File: config.mk
export PLATFORM = sky130hd
export DESIGN_NAME = alu_issue_arbiter
export DESIGN_NICKNAME = d
export VERILOG_FILES = /design/src/rtl/alu_issue_arbiter.sv
export SDC_FILE = /design/constraint.sdc
export NUM_CORES = 1
export LEC_CHECK = 0
export CORE_AREA = 5 5 160 162
export CTS_BUF_LIST = sky130_fd_sc_hd__clkbuf_8
export DETAILED_ROUTE_END_ITERATION = 10
export DIE_AREA = 0 0 165 167
export SLEW_MARGIN = 20
export SYNTH_ARGS = -nofsm -noshare
export SYNTH_HDL_FRONTEND = slang
export SYNTH_SLANG_ARGS = --single-unit
File: constraint.sdc
create_clock -name clk -period 5.1 [get_ports clk]
set_input_delay 1.02 -clock clk [delete_from_list [all_inputs] [get_ports clk]]
set_output_delay 1.02 -clock clk [all_outputs]
set_load 0.05 [all_outputs]
File: src/rtl/alu_issue_arbiter.sv
// alu_issue_arbiter: round-robin sharing of one registered ALU with a tagged response FIFO
module alu_issue_arbiter #(
  parameter int NUM_REQ = 4,
  parameter int ID_W = 2,
  parameter int RSP_DEPTH = 2
) (
  input  logic clk,
  input  logic rst,
  input  logic [NUM_REQ-1:0] req_valid,
  input  logic [4*NUM_REQ-1:0] req_opcode,
  input  logic [32*NUM_REQ-1:0] req_a,
  input  logic [32*NUM_REQ-1:0] req_b,
  output logic [NUM_REQ-1:0] req_ready,
  output logic [3:0] alu_opcode,
  output logic [31:0] alu_a,
  output logic [31:0] alu_b,
  input  logic [31:0] alu_result,
  output logic rsp_valid,
  output logic [ID_W-1:0] rsp_id,
  output logic [31:0] rsp_result,
  output logic rsp_illegal,
  input  logic rsp_ready
);
  localparam int PW = $clog2(RSP_DEPTH);
  localparam int CW = PW + 1;
  logic [ID_W-1:0] rr_ptr, gid, idx, tag_id;
  logic tag_ill, inflight, found, can_issue, pop, ill;
  logic [CW-1:0] count;
  logic [PW-1:0] wptr, rptr;
  logic [ID_W+32:0] mem [RSP_DEPTH];
  assign rsp_valid = count != '0;
  assign pop = rsp_valid && rsp_ready;
  // credit counts the in-flight op so a result always has a FIFO slot waiting
  assign can_issue = (CW+1)'(count) + (CW+1)'(inflight) - (CW+1)'(pop) < (CW+1)'(RSP_DEPTH);
  always_comb begin
    found = 1'b0;
    gid = '0;
    idx = '0;
    for (int k = 0; k < NUM_REQ; k++) begin
      idx = ID_W'((int'(rr_ptr) + k) % NUM_REQ);
      if (!found && req_valid[idx]) begin
        found = 1'b1;
        gid = idx;
      end
    end
    found = found && can_issue && !rst;
  end
  assign req_ready = found ? NUM_REQ'(1) << gid : '0;
  assign alu_opcode = found ? req_opcode[{gid, 2'b00} +: 4] : 4'hf;
  assign alu_a = found ? req_a[{gid, 5'b00000} +: 32] : '0;
  assign alu_b = found ? req_b[{gid, 5'b00000} +: 32] : '0;
  assign ill = alu_opcode inside {4'd3, 4'd5} || alu_opcode >= 4'd11;
  assign {rsp_id, rsp_illegal, rsp_result} = mem[rptr];
  always_ff @(posedge clk) begin
    if (rst) begin
      inflight <= 1'b0;
      rr_ptr <= '0;
      count <= '0;
      wptr <= '0;
      rptr <= '0;
      tag_id <= '0;
      tag_ill <= 1'b0;
    end else begin
      inflight <= found;
      if (found) begin
        tag_id <= gid;
        tag_ill <= ill;
        rr_ptr <= gid == ID_W'(NUM_REQ - 1) ? '0 : gid + 1'b1;
      end
      if (inflight) begin
        mem[wptr] <= {tag_id, tag_ill, alu_result};
        wptr <= wptr + 1'b1;
      end
      if (pop) rptr <= rptr + 1'b1;
      count <= count + CW'(inflight) - CW'(pop);
    end
  end
  always_ff @(posedge clk)
    if (!rst && inflight && !pop) assert (count != CW'(RSP_DEPTH));
endmodule

== Word level (Yosys, flattened, before mapping) ==
Memory sizes are Yosys's and may differ from the RTL's. A register that Yosys moved wholly into a read port is not among the register bits.
Cells that the tools add are included.

* Output and inout port bits: 108
* Bits in read-only memories: 0
* Input bits: 311
* Flip-flop bits (word level): 10
* RAM bits: 70
* Latch bits: 0
* Word-level logic and storage cells: 70
* Memories: 1

* Add/subtract/negate cells: 10
* Mux-type cells: 26
* Multipliers: 0
* Shift-type cells: 4
* Bitwise operators: 0
* Reduce and logical (&&, ||, !) cells: 13
* Eq/ne operators: 3
* Magnitude comparators: 6
* Div/mod/pow operators: 0

{| class="wikitable"
|+ Memory list
! memory !! words !! bits a word !! rd ports !! clocked after memory_dff !! write ports !! RTL line !! text
|-
| mem || 2 || 35 || 1 || 1 || 1 || 30 || <nowiki>logic [ID_W+32:0] mem [RSP_DEPTH];</nowiki>
|}

{| class="wikitable"
|+ Operator list
! operator !! count
|-
| $shiftx A128 B8 Y32 || 2
|-
| $mux W32 || 2
|-
| $shiftx A16 B5 Y4 || 1
|-
| $mux W1 || 13
|-
| $lt A2 B3 Y1 const B || 4
|-
| $mux W2 || 5
|-
| $bmux W1 S2 || 4
|-
| $mux W4 || 2
|-
| $logic_and A1 B1 Y1 || 6
|-
| $add A2 B1 Y2 const B || 2
|-
| $add A2 B2 Y2 const B || 2
|-
| $eq A4 B2 Y1 const B || 1
|-
| $eq A4 B3 Y1 const B || 1
|-
| $ge A4 B4 Y1 const B || 1
|-
| $logic_not A1 Y1 || 4
|-
| $reduce_bool A2 Y1 || 2
|-
| $shl A1 B2 Y4 const A || 1
|-
| $add A2 B1 Y3 || 1
|-
| $lt A3 B2 Y1 const B || 1
|-
| $sub A3 B1 Y3 || 1
|-
| $add A1 B1 Y1 const B || 2
|-
| $add A2 B1 Y2 || 1
|-
| $eq A2 B2 Y1 const B || 1
|-
| $sub A2 B1 Y2 || 1
|-
| $logic_or A1 B1 Y1 || 1
|}

== Depth between registers and ports, before layout ==
* Depth after elaboration: 18
* Depth in mapped cells: 14
* Depth with buffers taken out: 13

== Worst setup path after synthesis ==
Ideal clock, no wire load.

* Kind: input port to output port
* Start point: in rsp_ready
* End point: out alu_b[11]
* Buffers on the path: 2
* Arrival: 4.040 ns
* Required time: 4.080 ns
* Setup slack: 0.040 ns
* Stages: 12
* Cell sequence: and2_1 -> ha_1 -> inv_1 -> ha_1 -> inv_1 -> fa_1 -> xnor2_1 -> o311ai_0 -> or2_1 -> buf_2 -> buf_1 -> a211oi_1

* Longest elaborated chain between the ends: 6

{| class="wikitable"
|+ RTL lines
! element !! RTL line !! text
|-
| from (decl) || 22 || <nowiki>input logic rsp_ready</nowiki>
|-
| $logic_and A1 B1 Y1 || 32 || <nowiki>assign pop = rsp_valid && rsp_ready;</nowiki>
|-
| $sub A3 B1 Y3 || 34 || <nowiki>assign can_issue = (CW+1)'(count) + (CW+1)'(inflight) - (CW+1)'(pop) < (CW+1)'(RSP_DEPTH);</nowiki>
|-
| $lt A3 B2 Y1 || 34 ||
|-
| $logic_and A1 B1 Y1 (2 in series) || 46 || <nowiki>found = found && can_issue && !rst;</nowiki>
|-
| $mux W32 || 51 || <nowiki>assign alu_b = found ? req_b[{gid, 5'b00000} +: 32] : '0;</nowiki>
|-
| to (decl) || 16 || <nowiki>output logic [31:0] alu_b,</nowiki>
|}

No other way between the ends.

== Final worst setup path ==
* Start point: in rsp_ready
* End point: out alu_a[12]

* Longest elaborated chain between the ends: 6

{| class="wikitable"
|+ RTL lines
! element !! RTL line !! text
|-
| $logic_and A1 B1 Y1 || 32 ||
|-
| via pop || 27 || <nowiki>logic tag_ill, inflight, found, can_issue, pop, ill;</nowiki>
|-
| $sub A3 B1 Y3 || 34 ||
|-
| $lt A3 B2 Y1 || 34 ||
|-
| $logic_and A1 B1 Y1 (2 in series) || 46 ||
|-
| $mux W32 || 50 || <nowiki>assign alu_a = found ? req_a[{gid, 5'b00000} +: 32] : '0;</nowiki>
|-
| to (decl) || 15 || <nowiki>output logic [31:0] alu_a,</nowiki>
|}

The timed path passes the listed nets, and every way through them passes these cells.

==> flow_summary.ini <==
[run_status]
outcome = complete, no violations

[logic_synthesis]
yosys-top-cells-area = edfxtp_1 38%, a211oi_1 18%, mux2i_1 13%
synth-seq-area-share = 0.423
synth_top_area_frac = 0.383
synth.top_cells.by_count = 128 x a211oi_1, 70 x edfxtp_1, 69 x mux2i_1
synth_ff_type = edfxtp_1
synth_warnings = 0
ys_async_sr_fraction = 0
synthesis.nets = 819
synth-edff-count = 70
synth_cell_types = 36
syn_area_sq_um = 5480
avgSynthCellArea_sq_um = 10.9
synthMostInstantiatedCell = a211oi_1
synth_largest_area_cell = edfxtp_1
syn_inst = 501
synth-seq-cells = 81

[critical_path]
cp_max_fo = 40
r2r_end = tag_ill$_SDFFE_PP0P_
worstPathRequired_ns = 4.08
slowest_delay_ns = 0.45
slowest_stage = clkdlybuf4s50_1
endpoint_kind = output port
r2r_start = count[1]$_SDFF_PP0_
arrival_ns = 3.91
cpLargestDelayFamily = buffers and inverters
crit_chain = clkdlybuf4s50_1 > and2_1 > ha_1 > inv_1 > ha_1 > inv_1 > fa_1 > xnor2_1 > o311ai_0 > or2_4 > buf_12 > a211oi_1 > buf_12
rr_worst_depth = 14
critPathKind = input port to output port
path_buf_inv = 5
r2r_setup_slack_ns = 1.91
critPathLaunchType = input port

[detailed_routing]
detail_route.vias_per_cell = 4.57
wl_per_cell_um = 23.0
drc = 0
firstDrtPassIters = 4
drt_first_iter_violations = 214
drt-total-wl_mm = 28.2
detail-route-antenna-nets = 0
vias = 5607

[hold_path]
hold_path_class = flip-flop to flip-flop
holdCritStartpoint = tag_id[1]$_SDFFE_PP0P_
min_to = mem[0][34]$_DFFE_PP_
hold_path_depth = 0

[clock_network]
clk_pin_slew_ns = 0.08
cts.sinks = 81
cts_resized = 0
clkLatencyLatePin_ns = 0.34
holdBufCountCts = 0
htreeDepth = 3
cts_tree = yes
cts_setup_buffers = 0
clockRootBuffer = clkbuf_8
clockBufferDepth = 2
cts-buffers-inserted = 9

[placed_design]
place_congestion = 0.946
port_buffers = 418
hpwlAfterDp_mm = 23.2
pre_cts_ws_ns = 0.198

[global_route]
antenna_found_initial = 3
grt.total_usage = 0.193
grt_pass1_vias = 5834
grt_pass1_wl_mm = 38.9
grt_max_degree = 77
grt_overflow = 0

[floorplanning]
io_pins = 419
fp.dieH_um = 167
start_util = 0.229
coreArea_sq_um = 24000
fp.dieW_um = 165
rows = 57
dieArea_sq_um = 27600

[sta]
rsz0062_at_grt = true
worst_pin_slew_ns = 0.849
finalHoldViolCount = 0
fin_crit_sh = 0.966
fmax_mhz = 203
fin_skew_ns = 0.00659
setup_viol = 0
slew_headroom = 0.434
slew_violations = 0
fin_hold_ws_ns = 0.455
min_period_ns = 4.93
layout_setup_ws_ns = 0.171

[final_layout]
postLayoutCoreUtil = 0.462
syn_to_final_growth_pct = 102
drive_gt1_frac = 0.183
layout.nets = 1214
n_fill_cell = 2307

[power]
leakagePower_uw = 0.00409
ir_drop_v = 0.000330
power_density_nw_per_um2 = 580

[job]
cap_violations = 0
==> worst reg2reg max path: cells and delay by family, from the launching register on <==
family	cells	cell delay, ns
simple gates	4	0.96
fa+ha+maj	3	0.79
buf+inv	4	0.44
compound gates	2	0.41
flops	1	0.36
xor+xnor	1	0.13
==> power by group <==
| part | internal (uW) | switching, uW |
|---|---|---|
| combinational | 2130 | 2860 |
| clock | 326 | 227 |
| sequential | 834 | 40.7 |
| total | 3290 | 3120 |
==> flip-flops by register name (all words and copies together), names as in the netlist, named ones only <==
| register | count |
|---|---|
| mem | 70 |
| inflight | 1 |
| wptr | 1 |
| rr_ptr | 2 |
| tag_id | 2 |
| rptr | 1 |
| count | 2 |
| tag_ill | 1 |
==> final cells by class <==
| class | count | area [sq um] | area share |
|---|---|---|---|
| multi-input combinational | 363 | 2990 | 0.270 |
| tap | 324 | 405 | 0.0366 |
| antenna | 3 | 7.51 | 0.000678 |
| clock buffer | 9 | 124 | 0.0112 |
| inverter | 7 | 26.3 | 0.00237 |
| timing repair buffer | 434 | 5070 | 0.458 |
| clock inverter | 6 | 115 | 0.0104 |
| sequential | 81 | 2320 | 0.210 |
==> metrics by stage <==
stage	instance area [sq um]	instances	TNS [ns]	total power, uW
finish	11100	1227	0	6420
global route	11100	1227	-0.0522	6720
CTS	11000	1224	0	6440
detailed placement	10700	1209	0	5860
global placement	10700	1209	0	5870
floorplan	5480	501	0	3550
==> worst max-delay path by stage <==
stage | from | end | depth (start not counted)
CTS | rsp_ready | alu_b[16] | 13
detailed placement | rsp_ready | alu_a[12] | 13
floorplan | rsp_ready | alu_b[11] | 12
global route | rsp_ready | alu_b[15] | 13
finish | rsp_ready | alu_a[12] | 13
global placement | rsp_ready | alu_a[25] | 13
==> per-layer routing <==
| layer | share of wire | GRT usage | vias to the layer above |
|---|---|---|---|
| met5 | 0 | 0 | - |
| met2 | 0.51 | 0.336 | 236 |
| met3 | 0.12 | 0.0934 | 27 |
| met4 | 0.017 | 0.0452 | 0 |
| met1 | 0.36 | 0.209 | 2617 |
| li1 | - | - | 2727 |
==> cells in the final DEF (no fill, tap or decap), types with 6 or more instances in the layout <==
cell type	synthesis	layout
a211oi_1	128	112
a211oi_2	0	16
a21oi_1	9	9
and2_0	6	6
and2_1	63	63
buf_12	0	76
buf_4	5	12
clkbuf_8	0	9
clkdlybuf4s50_1	0	346
dfxtp_1	11	11
edfxtp_1	70	70
ha_1	6	6
mux2_2	35	35
mux2i_1	69	69
nand2_1	13	13
nor2_1	6	6
nor2b_1	6	6
==> cells by family (layout without fill, tap and decap cells) <==
kind of cell | count (synthesis) | after routing | share of synthesized area
other | 0 | 3 | 0
AO/OA/AOI/OAI | 146 | 146 | 0.199
adder cells (fa/ha/maj) | 7 | 7 | 0.0173
AND/OR/NAND/NOR | 103 | 103 | 0.109
multiplexers | 104 | 104 | 0.198
flip-flops | 81 | 81 | 0.423
buffers and inverters | 57 | 456 | 0.0486
XOR/XNOR | 3 | 3 | 0.00479
Note: power is estimated with default switching activity, not from simulation.
